**config.mk**
```make
export PLATFORM = sky130hd
export DESIGN_NAME = keypad_multi_digit_display
export DESIGN_NICKNAME = d
export VERILOG_FILES = /design/src/rtl/keypad_multi_digit_display.sv
export SDC_FILE = /design/constraint.sdc
export NUM_CORES = 1
export LEC_CHECK = 0
export BUFFER_PORTS_ARGS = -buffer_cell sky130_fd_sc_hd__buf_2
export CAP_MARGIN = 20
export CORE_AREA = 2 2 86 88
export CTS_CLUSTER_DIAMETER = 150
export DETAILED_ROUTE_END_ITERATION = 12
export DIE_AREA = 0 0 88 90
export PLACE_DENSITY = 0.52
export SYNTH_ARGS = -nofsm -noshare
export SYNTH_HDL_FRONTEND = slang
export SYNTH_SLANG_ARGS = --single-unit
```
**constraint.sdc**
```tcl
create_clock -name clk -period 7.11 [get_ports clk]
set_clock_uncertainty 0.15 [all_clocks]
set_input_delay 0.711 -clock clk [delete_from_list [all_inputs] [get_ports clk]]
set_output_delay 0.711 -clock clk [all_outputs]
set_load 0.01 [all_outputs]
```
**src/rtl/keypad_multi_digit_display.sv**
```systemverilog
// rtl/keypad_multi_digit_display.sv - N-digit keypad entry buffer with multiplexed seven-segment scan
// Optional feature: define KMDD_LEADING_BLANK_EN to blank display positions not yet entered.
module keypad_multi_digit_display #(
  parameter int NUM_DIGITS  = 4,
  parameter int REFRESH_DIV = 24000,
  parameter int DEAD_CYCLES = 2000
) (
  input  logic                              clk,
  input  logic                              reset,
  input  logic                              key_valid,
  input  logic [3:0]                        key_digit,
  input  logic                              clear,
  output logic [6:0]                        seg,
  output logic [NUM_DIGITS-1:0]             an,
  output logic [$clog2(NUM_DIGITS+1)-1:0]   entry_count
);

  localparam int CW = $clog2(REFRESH_DIV);
  localparam int IW = (NUM_DIGITS > 1) ? $clog2(NUM_DIGITS) : 1;
  localparam int EW = $clog2(NUM_DIGITS + 1);

  localparam logic [CW-1:0] CNT_LAST  = CW'(REFRESH_DIV - 1);
  localparam logic [CW-1:0] DEAD_LIM  = CW'(DEAD_CYCLES);
  localparam logic [IW-1:0] IDX_LAST  = IW'(NUM_DIGITS - 1);
  localparam logic [EW-1:0] COUNT_MAX = EW'(NUM_DIGITS);

  logic [3:0]    r_digit [NUM_DIGITS];
  logic [EW-1:0] r_count;
  logic [CW-1:0] r_cnt;
  logic [IW-1:0] r_idx;
  logic [NUM_DIGITS-1:0] r_an;
  logic [6:0]    r_seg;

  logic          w_dead;
  logic          w_blank;
  logic [3:0]    w_cur_digit;

  // Active-low {g,f,e,d,c,b,a} pattern for one hex digit.
  function automatic logic [6:0] hex_decode(input logic [3:0] d);
    case (d)
      4'h0: hex_decode = 7'b1000000;
      4'h1: hex_decode = 7'b1111001;
      4'h2: hex_decode = 7'b0100100;
      4'h3: hex_decode = 7'b0110000;
      4'h4: hex_decode = 7'b0011001;
      4'h5: hex_decode = 7'b0010010;
      4'h6: hex_decode = 7'b0000010;
      4'h7: hex_decode = 7'b1111000;
      4'h8: hex_decode = 7'b0000000;
      4'h9: hex_decode = 7'b0010000;
      4'hA: hex_decode = 7'b0001000;
      4'hB: hex_decode = 7'b0000011;
      4'hC: hex_decode = 7'b1000110;
      4'hD: hex_decode = 7'b0100001;
      4'hE: hex_decode = 7'b0000110;
      default: hex_decode = 7'b0001110;
    endcase
  endfunction

  // Slot timer and scan index; the index steps once per full slot.
  always_ff @(posedge clk or negedge reset) begin
    if (!reset) begin
      r_cnt <= '0;
      r_idx <= '0;
    end else if (r_cnt == CNT_LAST) begin
      r_cnt <= '0;
      r_idx <= (r_idx == IDX_LAST) ? '0 : r_idx + 1'b1;
    end else begin
      r_cnt <= r_cnt + 1'b1;
    end
  end

  // Digit buffer: new keys enter on the right, clear wins over a same-cycle key.
  always_ff @(posedge clk or negedge reset) begin
    if (!reset) begin
      for (int k = 0; k < NUM_DIGITS; k++) r_digit[k] <= 4'h0;
      r_count <= '0;
    end else if (clear) begin
      for (int k = 0; k < NUM_DIGITS; k++) r_digit[k] <= 4'h0;
      r_count <= '0;
    end else if (key_valid) begin
      for (int k = NUM_DIGITS - 1; k > 0; k--) r_digit[k] <= r_digit[k-1];
      r_digit[0] <= key_digit;
      r_count    <= (r_count == COUNT_MAX) ? r_count : r_count + 1'b1;
    end
  end

  // Dead window at the start of each slot keeps all enables off to suppress ghosting.
  generate
    if (DEAD_CYCLES == 0) begin : g_no_dead
      assign w_dead = 1'b0;
    end else begin : g_dead
      assign w_dead = (r_cnt < DEAD_LIM);
    end
  endgenerate

  // Select the digit at the current scan position without a variable-width array index.
  always_comb begin
    w_cur_digit = 4'h0;
    for (int k = 0; k < NUM_DIGITS; k++) begin
      if (r_idx == IW'(k)) w_cur_digit = r_digit[k];
    end
  end

`ifdef KMDD_LEADING_BLANK_EN
  assign w_blank = (EW'(r_idx) >= r_count);
`else
  assign w_blank = 1'b0;
`endif

  // Registered pin drive: enables and segments always change on the same edge.
  always_ff @(posedge clk or negedge reset) begin
    if (!reset) begin
      r_an  <= '1;
      r_seg <= 7'h7F;
    end else if (w_dead) begin
      r_an  <= '1;
      r_seg <= 7'h7F;
    end else begin
      r_an  <= ~(NUM_DIGITS'(1) << r_idx);
      r_seg <= w_blank ? 7'h7F : hex_decode(w_cur_digit);
    end
  end

  assign an          = r_an;
  assign seg         = r_seg;
  assign entry_count = r_count;

endmodule

```
* Word level (Yosys, flattened, before mapping) *
Memories as Yosys holds them, arrays and structs flattened.
Cells that the tools add are included.

operators by class
  mux-type cells = 13
  multipliers = 0
  shifts and indexed selects = 1
  reductions and logical operators = 3
  divide/modulo/power cells = 0
  bitwise operators = 1
  $add $sub $neg = 3
  order comparisons = 1
  eq/ne operators = 6

operators by type and width
  cell                                                           number
  two-way mux 16 bit                                             2
  two-way mux 4 bit                                              5
  adder 15 x 1 -> 15 bit (second input constant)                 1
  equality test 15 bit (second input constant)                   1
  less-than comparator 15 x 11 -> 1 bit (second input constant)  1
  two-way mux 15 bit                                             1
  two-way mux 3 bit                                              3
  two-way mux 7 bit                                              1
  equality test 2 bit (second input constant)                    2
  NOT 4 bit                                                      1
  << shifter 1 x 2 -> 4 bit (first input constant)               1
  adder 3 x 1 -> 3 bit (second input constant)                   1
  equality test 3 bit (second input constant)                    1
  adder 2 x 1 -> 2 bit (second input constant)                   1
  equality test 2 x 1 -> 1 bit (second input constant)           1
  logical NOT 2 bit                                              1
  two-way mux 2 bit                                              1
  inequality test 2 bit (second input constant)                  1
  AND reduction 2 bit                                            1
  nonzero test 2 bit                                             1

word-level totals
  register bits = 47
  memory bits (writable) = 0
  memory bits (read-only) = 112
  memories = 1
  word-level logic and storage cells = 38
  input bits = 8
  latch bits = 0
  output and inout port bits = 14

memory list
  name             words  width  rd ports  clocked after memory_dff  write ports  RTL line  text
  (no name shown)  16     7      1         0                         0            40        case (d)

* Logic depth before layout (Yosys ltp) *
Gate-level depths: netlist (run 1).
An unclocked memory read counts as a cell.

  depth after elaboration = 7
  depth in mapped cells = 11
  depth with buffers taken out = 11

* Least setup slack after synthesis (run 1) *
OpenSTA, ideal clock, no wires.

  path kind = register to register
  start point = reg r_idx[0]
  end point = reg r_seg[1], in the netlist seg[1]
  setup slack = 4.786 ns
  arrival = 2.092 ns
  buffers on the path = 0
  setup time = 0.081 ns
  period minus slack after synthesis = 2.324 ns
  stages on the path, launching flop included = 11
  required time = 6.879 ns
  cell sequence = dfrtp_1 -> inv_1 -> ha_1 -> nor2b_1 -> a22oi_1 -> a221oi_2 -> inv_1 -> ha_1 -> nor2_1 -> a211o_1 -> o211ai_1

on the way
  cells in the longest elaborated chain, start to end = 7
  elaborated cells on any way between the ends = 10
  those cells by class = 3 x eq/ne; 5 x mux; 1 x reduce/logical; 1 x memory

ends and longest elaborated chain
  element                          RTL line  text
  start, declared                  30        logic [IW-1:0] r_idx;
  start signal, assigned           67        r_idx <= (r_idx == IDX_LAST) ? '0 : r_idx + 1'b1;
  logical NOT 2 bit                101       if (r_idx == IW'(k)) w_cur_digit = r_digit[k];
  two-way mux 4 bit (3 in series)  101
  two-way mux 4 bit *              101
  memory (16 x 7 bit) *            n/a
  two-way mux 7 bit *              116       end else if (w_dead) begin
  end signal, assigned             121       r_seg <= w_blank ? 7'h7F : hex_decode(w_cur_digit);
  end, declared                    32        logic [6:0] r_seg;

Mark *: on every way between the ends. The rest lies on a longest branch, timed or not.
A chain may end at the register's enable or synchronous reset.

* Worst setup path after layout (run 1) *
Same ends and word-level chain as after synthesis.

==> results.toml, run 1 <==
[outcome]
status = "finished clean"

[clock_network]
path_clk_slew_ns = 0.09
cts_root_buf = "clkbuf_8"
post_cts_buffers = 0
cts_tree = "built"
clock_latency_ns = 0.30
cts_buffers = 5
hold_buffers = 0
clockBufferDepth = 2
cts-resized-gates = 0
htree_levels = 2
cts_num_sinks = 47

[route]
drt_wl_total_um = 4266
vias = 1616
wire_per_inst_um = 12.29
drc = 0
drt-initial-drc-count = 77
vias_per_cell = 4.657
dr.pass1.iters = 4
detail-route-antenna-nets = 0

[run]
cap_violations = 0

[finish]
final_net_count = 268
layout-drive-gt1-share_pct = 18.55
antenna_cells = 0
n_fill_cell = 718
final_cell_mix = "nor2_1 (36), dfrtp_1 (36), buf_2 (21)"
syn2layout_area_growth_pct = 14.69

[logic_synthesis]
synth_mux_area_share_pct = 7.211
synth_top_family_by_area = "simple AND/OR/NAND/NOR gates"
synth_nets = 247
synth-edff-count = 0
ys.flop_type = "dfrtp_1"
yosys.area_share.simple_pct = 17.50
ys_types = 42
synth_fa_ha_area_share_pct = 6.893
synth_compound_area_share_pct = 9.491
synthArstFlopShare_pct = 100.0
synthCells = 226
yosysSeqAreaShare_pct = 50.42
avgSynthCellArea_um2 = 10.44
synthXorXnorAreaFrac_pct = 4.454
synth_area_um2 = 2360
yosys_warnings = 0
ys_ff_latch = 47

[timing]
finalSetupViolations = 0
relSlewSlack_pct = 43.86
worst_slack_ns = 4.471
worstMarginPinSlew_ns = 0.8406
finalCriticalPeriod_ns = 2.639
finalHoldViolations = 0
final.period_utilization_pct = 37.12
fmaxAchievable_ghz = 0.3789
drv_slew = 0
rsz0062_at_grt = "no"
fin_setup_tns_ns = 0
holdWs_ns = 0.2517

[floorplanning]
start_util_pct = 33.61
core_um2 = 7020
chipHeight_um = 90
fp.dieArea_um2 = 7920
die_width_um = 88
ios = 22
rows = 31

[worst_setup_path]
worstPathMaxFanout = 6
crit_family = "compound AO/OA/AOI/OAI gates"
start_kind = "flip-flop"
end_kind = "flip-flop"
required_ns = 7.19
cp_data_arrival_time_ns = 2.72
path_buf_inv = 2
cp_cell_sequence = "inv_1, ha_1, nor2b_1, a22oi_1, a221oi_2, inv_1, ha_1, nor2_1, a211o_1, o211ai_1"
cpPeakStageDelay_ns = 0.45
cp_slowest_cell = "a221oi_2"
crit_type = "flip-flop to flip-flop"

[power]
p_total_uw = 544.2
p_per_area_nw_per_um2 = 201.1
leakage_uw = 0.001202
ir_drop_mv = 0.08029

[place]
gp_routability_congestion = 0.7709
dpl.hpwl_um = 2907
place_ws_ns = 4.491
port-buffer-count = 21

[grt]
grt_overflow = 0
antenna_found_initial = 0
gr-usage-all-layers_pct = 11.49
grt_pass1_wl_um = 7314
first_global_vias = 1557
grt_max_degree = 48

[min_path]
min_path_type = "input port to asynchronous set/reset pin"
power by group:
part | switching, uW | internal, uW
Clock | 90.8 | 141
Combinational | 22.9 | 15.3
Sequential | 3.50 | 271
Total | 117 | 427
metrics by stage:
step                      area [um2]  cells  utilization (%)
after detailed placement        2546    338            36.27
after global routing            2706    347            38.55
after global placement          2546    338            36.27
final                           2706    347            38.55
after CTS                       2679    346            38.16
after floorplan                 2360    226                -
area by class of cell:
type                       count  area [um2]  share of cell area (%)
tap                           99       123.9                   4.577
timing repair buffer          23       140.1                   5.178
sequential                    47        1190                   43.97
inverter                      12       45.04                   1.664
clock inverter                 2       60.06                   2.219
clock buffer                   6       72.57                   2.681
multi-input combinational    158        1075                   39.71
path summary, 6_finish.rpt:
path                                from              to  slack (ns)  depth (start not counted)
max in group asynchronous          reset          seg[5]        5.97                          2
worst max register to register  r_idx[0]          seg[1]        4.47                         10
worst max-delay path            r_idx[0]          seg[1]        4.47                         10
min in group clk                r_cnt[0]        r_cnt[0]        0.34                          1
worst min-delay path               reset  entry_count[1]        0.25                          1
worst min register to register  r_cnt[0]        r_cnt[0]        0.34                          1
sequential cells by signal, indices dropped and copies added (netlist names):
register and count:
r_idx 2, r_cnt 15, seg 7, an 4, entry_count 3, r_digit 16
cells in the mapped netlist, types with 4 or more instances:
cell / number / area [um2]
ha_1: 13 / 162.7
buf_2: 4 / 20.02
nand2_1: 14 / 52.55
nor2_1: 36 / 135.1
xnor2_1: 6 / 52.55
dfrtp_1: 36 / 900.9
nand3_1: 9 / 45.04
inv_1: 12 / 45.04
o21ai_0: 8 / 40.04
a21oi_1: 5 / 25.02
nor3b_1: 4 / 30.03
mux2i_1: 17 / 170.2
dfstp_2: 11 / 289.0
nor2b_1: 4 / 25.02
xor2_1: 6 / 52.55
layer usage:
layer  part of all wire [%]  vias up  wire, um  GRT usage (%)
li1                       -      810         -              -
met1                     51      777      2161          15.46
met2                     45       24      1912          17.87
met3                    2.9        5       124          2.663
met4                    1.6        0        69          4.231
met5                      0        -         0              0
kinds of logic after synthesis:
group	count (synthesis)
muxes	17
adders and majority gates	13
DFF	47
xor gates and xnor gates	12
and+or+nand+nor	85
AOI/OAI and AO/OA	31
buffers and inverters	21
Note: power is estimated with default switching activity, not from simulation.
==> run 2: changes to the inputs <==
--- a/config.mk
+++ b/config.mk
@@ -5,13 +5,14 @@
 export SDC_FILE = /design/constraint.sdc
 export NUM_CORES = 1
 export LEC_CHECK = 0
+export ABC_AREA = 1
 export BUFFER_PORTS_ARGS = -buffer_cell sky130_fd_sc_hd__buf_2
 export CAP_MARGIN = 20
-export CORE_AREA = 2 2 86 88
+export CORE_AREA = 2 2 88 90
 export CTS_CLUSTER_DIAMETER = 150
 export DETAILED_ROUTE_END_ITERATION = 12
-export DIE_AREA = 0 0 88 90
-export PLACE_DENSITY = 0.52
+export DIE_AREA = 0 0 90 92
+export PLACE_DENSITY = 0.55
 export SYNTH_ARGS = -nofsm -noshare
 export SYNTH_HDL_FRONTEND = slang
 export SYNTH_SLANG_ARGS = --single-unit
==> constraint.sdc (replaced) <==
create_clock -name clk -period 2.3 [get_ports clk]
set_clock_uncertainty 0.15 [all_clocks]
set_input_delay 0.23 -clock clk [delete_from_list [all_inputs] [get_ports clk]]
set_output_delay 0.23 -clock clk [all_outputs]
set_load 0.01 [all_outputs]
==> run 2 against run 1 <==
Against the previous run:
- global-route usage up 1.6 points
- via count grew 25%
- count of clock-buffer cells in the layout up 2
==> results.toml, run 2 <==
[worst_setup_path]
r2r-end = "seg[1]"
start_kind = "flip-flop"
cp_cell_sequence = "inv_1, ha_2, inv_1, nand3_1, nand2_1, nand2_1, nand2_1, nand2_1, ha_1, nand2_1, nor2_1, nor2_1, nand2_1"
crit_family = "simple AND/OR/NAND/NOR gates"
path_buf_inv = 2
end_kind = "flip-flop"
cp_data_arrival_time_ns = 2.12
cp_slowest_cell = "dfrtp_1"
reg2reg_from = "r_idx[1]"
worstPathMaxFanout = 7
cpPeakStageDelay_ns = 0.41
path_common_cell = "nand2_1"
r2r_cells = 13
crit_type = "flip-flop to flip-flop"
rrSetupSlack_ns = 0.25
required_ns = 2.37

[logic_synthesis]
ys_types = 30
synthArstFlopShare_pct = 100.0
yosysSeqAreaShare_pct = 47.50
yosysTopAreaCell = "dfrtp_1"
synth_nets = 329
synth.top_cell.area_share_pct = 35.96
synth_common_cells = "nand2_1 (82), nand3_1 (37), dfrtp_1 (36), inv_1 (32), nor2_1 (29)"
synth_area_um2 = 2505
synth-edff-count = 0
synthCells = 308
yosys_warnings = 0
avgSynthCellArea_um2 = 8.133
ys_ff_latch = 47
ys.flop_type = "dfrtp_1"
synth_area_leaders = "dfrtp_1 (36%), nand2_1 (12%), dfstp_2 (12%)"
yosysMostFrequentCell = "nand2_1"

[timing]
holdWs_ns = 0.03720
relSlewSlack_pct = 70.15
worstMarginPinSlew_ns = 0.4457
finalSetupViolations = 0
finalHoldViolations = 0
fmaxAchievable_ghz = 0.4884
finalCriticalPeriod_ns = 2.047
drv_slew = 0
final.period_utilization_pct = 89.02
fin_setup_tns_ns = 0
rsz0062_at_grt = "no"

[min_path]
hold_start = "key_digit[3]"
min_path_type = "input port to flip-flop"
holdPathEnd = "r_digit[15]"
whs_path_depth = 3

[power]
swShare_pct = 24.49
ir_drop_mv = 0.3036
p_switching_uw = 358.8
p_per_area_nw_per_um2 = 509.3
leakage_uw = 0.001362
p_total_uw = 1465
pwr-share-comb_pct = 9.1
intPower_uw = 1106
seqPwrFrac_pct = 58.3
pwr-share-clk_pct = 32.5

[clock_network]
cts_buffers = 5
clock_latency_ns = 0.30
cts_root_buf = "clkbuf_8"
cts_tree = "built"
htree_levels = 2
clockBufferDepth = 2
path_clk_slew_ns = 0.08
cts_num_sinks = 47

[finish]
antenna_cells = 0
largest_register_ffs = 16
final_cell_mix = "nand2_1 (81), nand3_1 (37), dfrtp_1 (36)"
layout-drive-gt1-share_pct = 15.88
design_area_um2 = 2877
largest-register = "r_digit"
layout_commonest_cell = "nand2_1"
syn2layout_area_growth_pct = 14.84
final_net_count = 360
instances_no_fill = 442

[place]
placed_area_um2 = 2746
port-buffer-count = 21
dpl.hpwl_um = 3750
gp_routability_congestion = 0.8339
dp_cells = 430

[route]
drc = 0
vias_per_cell = 4.561
detail-route-antenna-nets = 0
vias = 2016
wire_per_inst_um = 11.19
drt_wl_total_um = 4945
drt-initial-drc-count = 99
dr.pass1.iters = 4

[grt]
grt_max_degree = 24
gr-usage-all-layers_pct = 13.07
antenna_found_initial = 0
grt_overflow = 0
grt_pass1_wl_um = 8838
first_global_vias = 1942

[outcome]
status = "finished clean"

[floorplanning]
chipHeight_um = 92
start_util_pct = 33.64
ios = 22
core_um2 = 7447
rows = 32
die_width_um = 90
fp.dieArea_um2 = 8280

[run]
cap_violations = 0
## run 2: cell types whose count changed in the layout (fill, tap and decap cells not counted), sizes merged, moves of 5 or more
cell   previous run  this run
a21oi             5        14
inv              12        33
mux2i            17         0
nand2            14        86
nand3             9        37
nor2             37        31
xnor2             6         1
## run 2: kinds of logic after synthesis
logic type / count (synthesis) / share of synthesized area (%)
fa+ha+maj: 13 / 6.494
flops: 47 / 47.50
xor+xnor: 8 / 2.797
compound gates: 32 / 6.893
buf+inv: 40 / 6.094
simple gates: 168 / 30.22
## run 2: power groups by stage
stage	clock network (uW)	registers, uW	logic (uW)
final	477	854	134
after global routing	530	858	159
after CTS	501	855	136
after detailed placement	0	870	131
after global placement	0	870	131
after floorplan	0	871	74.7
## run 2: metrics by stage
step	utilization [%]	setup slack [ns]
after floorplan	-	0.4032
after global placement	36.88	0.2175
after detailed placement	36.88	0.1649
after CTS	38.49	0.1445
after global routing	38.63	0.009878
final	38.63	0.2526
## run 2: metal layers
| metal | wire length [um] | track usage (%) |
|---|---|---|
| met1 | 2528 | 17.73 |
| met2 | 2145 | 20.86 |
| met3 | 221 | 3.205 |
| met4 | 49 | 3.718 |
| met5 | 0 | 0 |
## run 2: worst max path at each step
stage / startpoint / endpoint / slack [ns] / depth (start not counted)
after floorplan: r_idx[1] / seg[3] / 0.40 / 14
after global placement: r_idx[1] / seg[3] / 0.22 / 14
after detailed placement: r_idx[1] / seg[3] / 0.16 / 14
after CTS: r_idx[1] / seg[3] / 0.14 / 14
after global routing: r_idx[1] / seg[1] / 0.01 / 13
final: r_idx[1] / seg[1] / 0.25 / 13
## run 2: cell type report
cell class	count	area, um2
Sequential cell	47	1190
Multi-Input combinational cell	221	1172
Inverter	35	131.4
Timing Repair Buffer	29	175.2
Fill cell	800	4571
Tap cell	102	127.6
Clock buffer	8	80.08
## run 2: worst reg2reg max path, cell delays in order (launching register included)
cell and delay, ns:
dfrtp_1 0.41, inv_1 0.11, ha_2 0.25, inv_1 0.10, nand3_1 0.10, nand2_1 0.06, nand2_1 0.06, nand2_1 0.05
nand2_1 0.14, ha_1 0.27, nand2_1 0.10, nor2_1 0.05, nor2_1 0.08, nand2_1 0.06
## run 2: timing repair
action	CTS	global route
setup buffers	0	0
endpoints found under the hold margin	39	0
setup endpoints to repair	0	6
resized for setup	0	4
hold buffers	4	0
==> run 3: changes to the inputs <==
--- a/config.mk
+++ b/config.mk
@@ -8,11 +8,11 @@
 export ABC_AREA = 1
 export BUFFER_PORTS_ARGS = -buffer_cell sky130_fd_sc_hd__buf_2
 export CAP_MARGIN = 20
-export CORE_AREA = 2 2 88 90
+export CORE_AREA = 3 3 89 91
 export CTS_CLUSTER_DIAMETER = 150
 export DETAILED_ROUTE_END_ITERATION = 12
-export DIE_AREA = 0 0 90 92
-export PLACE_DENSITY = 0.55
+export DIE_AREA = 0 0 92 94
+export PLACE_DENSITY = 0.53
 export SYNTH_ARGS = -nofsm -noshare
 export SYNTH_HDL_FRONTEND = slang
 export SYNTH_SLANG_ARGS = --single-unit
==> constraint.sdc (replaced) <==
create_clock -name clk -period 2 [get_ports clk]
set_clock_uncertainty 0.15 [all_clocks]
set_input_delay 0.2 -clock clk [delete_from_list [all_inputs] [get_ports clk]]
set_output_delay 0.2 -clock clk [all_outputs]
set_load 0.01 [all_outputs]
==> run 3 against run 2 <==
Against the previous run:
- non-clock buffer count up 13
- cell area grew 7.5%
- via count increased by 2.0%
- clock power increased by 22%
- routed wire length grew 8.0%
- combinational power rose by 31%
- maximum frequency increased by 6.8%
- largest cell class is now multi-input gates
- highest routed layer unchanged
==> results.toml, run 3 (synthesis results as in run 2) <==
[outcome]
status = "finished clean"

[power]
p_per_area_nw_per_um2 = 563.0
p_total_uw = 1741
ir_drop_mv = 0.3883
leakage_uw = 0.001441

[timing]
finalHoldViolations = 0
final.period_utilization_pct = 95.86
fmaxAchievable_ghz = 0.5216
worst_slack_ns = 0.08277
worstMarginPinSlew_ns = 0.4570
drv_slew = 0
relSlewSlack_pct = 69.53
finalCriticalPeriod_ns = 1.917
finalSetupViolations = 0
rsz0062_at_grt = "yes"

[place]
port-buffer-count = 21
dpl.hpwl_um = 3918
gp_routability_congestion = 0.8083
placed_area_um2 = 2830
dp_cells = 437
place_ws_ns = -0.02760

[route]
wire_per_inst_um = 11.81
wl_met2_um = 2336
detail-route-antenna-nets = 0
dr.pass1.iters = 4
wl_met1_um = 2795
wl_met3_um = 165
vias_per_cell = 4.551
drc = 0
top_layer = "met4"
drt-initial-drc-count = 66
drt_wl_total_um = 5340
vias = 2057

[floorplanning]
rows = 31
ios = 22
start_util_pct = 34.72
die_width_um = 92
chipHeight_um = 94
fp.dieArea_um2 = 8648
core_um2 = 7214

[grt]
grt_pass1_wl_um = 9239
antenna_found_initial = 0
first_global_vias = 1957
grt_max_degree = 19
grt_overflow = 0
gr-usage-all-layers_pct = 13.17

[worst_setup_path]
crit_type = "flip-flop to flip-flop"
end_kind = "flip-flop"
cp_data_arrival_time_ns = 2.00
start_kind = "flip-flop"
worstPathMaxFanout = 4
required_ns = 2.09

[finish]
instances_no_fill = 452
largest_register_ffs = 16
final_cell_mix = "nand2_1 (75), nand3_1 (36), dfrtp_1 (35)"
largest-register = "r_digit"
final_core_util_pct = 42.87
layout-drive-gt1-share_pct = 24.36
syn2layout_area_growth_pct = 23.48
layout_commonest_cell = "nand2_1"
antenna_cells = 0
design_area_um2 = 3093
final_net_count = 373

[clock_network]
cts_num_sinks = 47
cts_buffers = 5
cts_root_buf = "clkbuf_8"
cts_tree = "built"
clockBufferDepth = 2
path_clk_slew_ns = 0.09
clock_latency_ns = 0.29
htree_levels = 2

[run]
cap_violations = 0

[min_path]
min_path_type = "input port to flip-flop"
-- run 3: cell types whose count changed in the layout (fill, tap and decap cells not counted), moves of 4 or more --
cell,before,now
buf_4,4,15
ha_1,10,6
ha_4,0,5
inv_1,32,28
nand2_1,81,75
nand2_2,3,8
-- run 3: layout make-up --
type                    count  area [um2]
inverters                  35       136.4
flip-flops and latches     47        1191
clock inverters             1       3.754
repair buffers             42       289.0
well taps                  99       123.9
clock buffers               7       86.33
multi-input cells         221        1262
fillers                   749        4121
-- run 3: through the flow --
stage	TNS (ns)	hold slack, ns
2_1_floorplan	0	-0.2456
3_3_place_gp	0	0.02381
3_5_place_dp	-0.04725	0.02548
4_1_cts	-0.01695	0.006233
5_1_grt	-0.1341	0.01446
6_report	0	0.01657
-- run 3: final timing paths --
path	endpoint	slack (ns)	cells past startpoint	from
worst min-delay path	r_digit[15]	0.02	3	key_digit[3]
max in group asynchronous	an[0]	0.82	3	reset
worst max-delay path	seg[1]	0.08	13	r_idx[1]
min in group asynchronous	r_cnt[8]	0.22	2	reset
worst max register to register	seg[1]	0.08	13	r_idx[1]
worst min register to register	r_cnt[2]	0.35	1	r_cnt[2]
-- run 3: repair_timing --
item / in CTS / in global routing
setup buffers: 0 / 3
hold buffers: 4 / 0
pin swaps: 0 / 7
gates resized for setup: 2 / 28
hold endpoints to repair: 19 / 0
endpoints found under the setup margin: 5 / 8
-- run 3: power by group --
group	internal, uW	leakage (uW)	switching, uW
clock network	277	0.0000459	304
logic	68.7	0.000799	107
registers	968	0.000596	16.4
-- run 3: metal layers --
layer  vias to the layer above  GRT usage, %
met2                        24         19.95
met1                       948         19.13
met3                         4         2.564
met5                         -             0
li1                       1081             -
met4                         0         3.713
-- run 3: critical path, cell delays in order, from the launching register on --
cell and delay (ns):
dfrtp_1 0.42, inv_2 0.13, ha_4 0.19, buf_6 0.11, nand2_2 0.03, nand2_1 0.05
nand2_1 0.05, nand2_1 0.07, nand2_2 0.11, ha_4 0.29, nand2_2 0.06, nor2_2 0.10
nor2_1 0.04, nand2_1 0.08
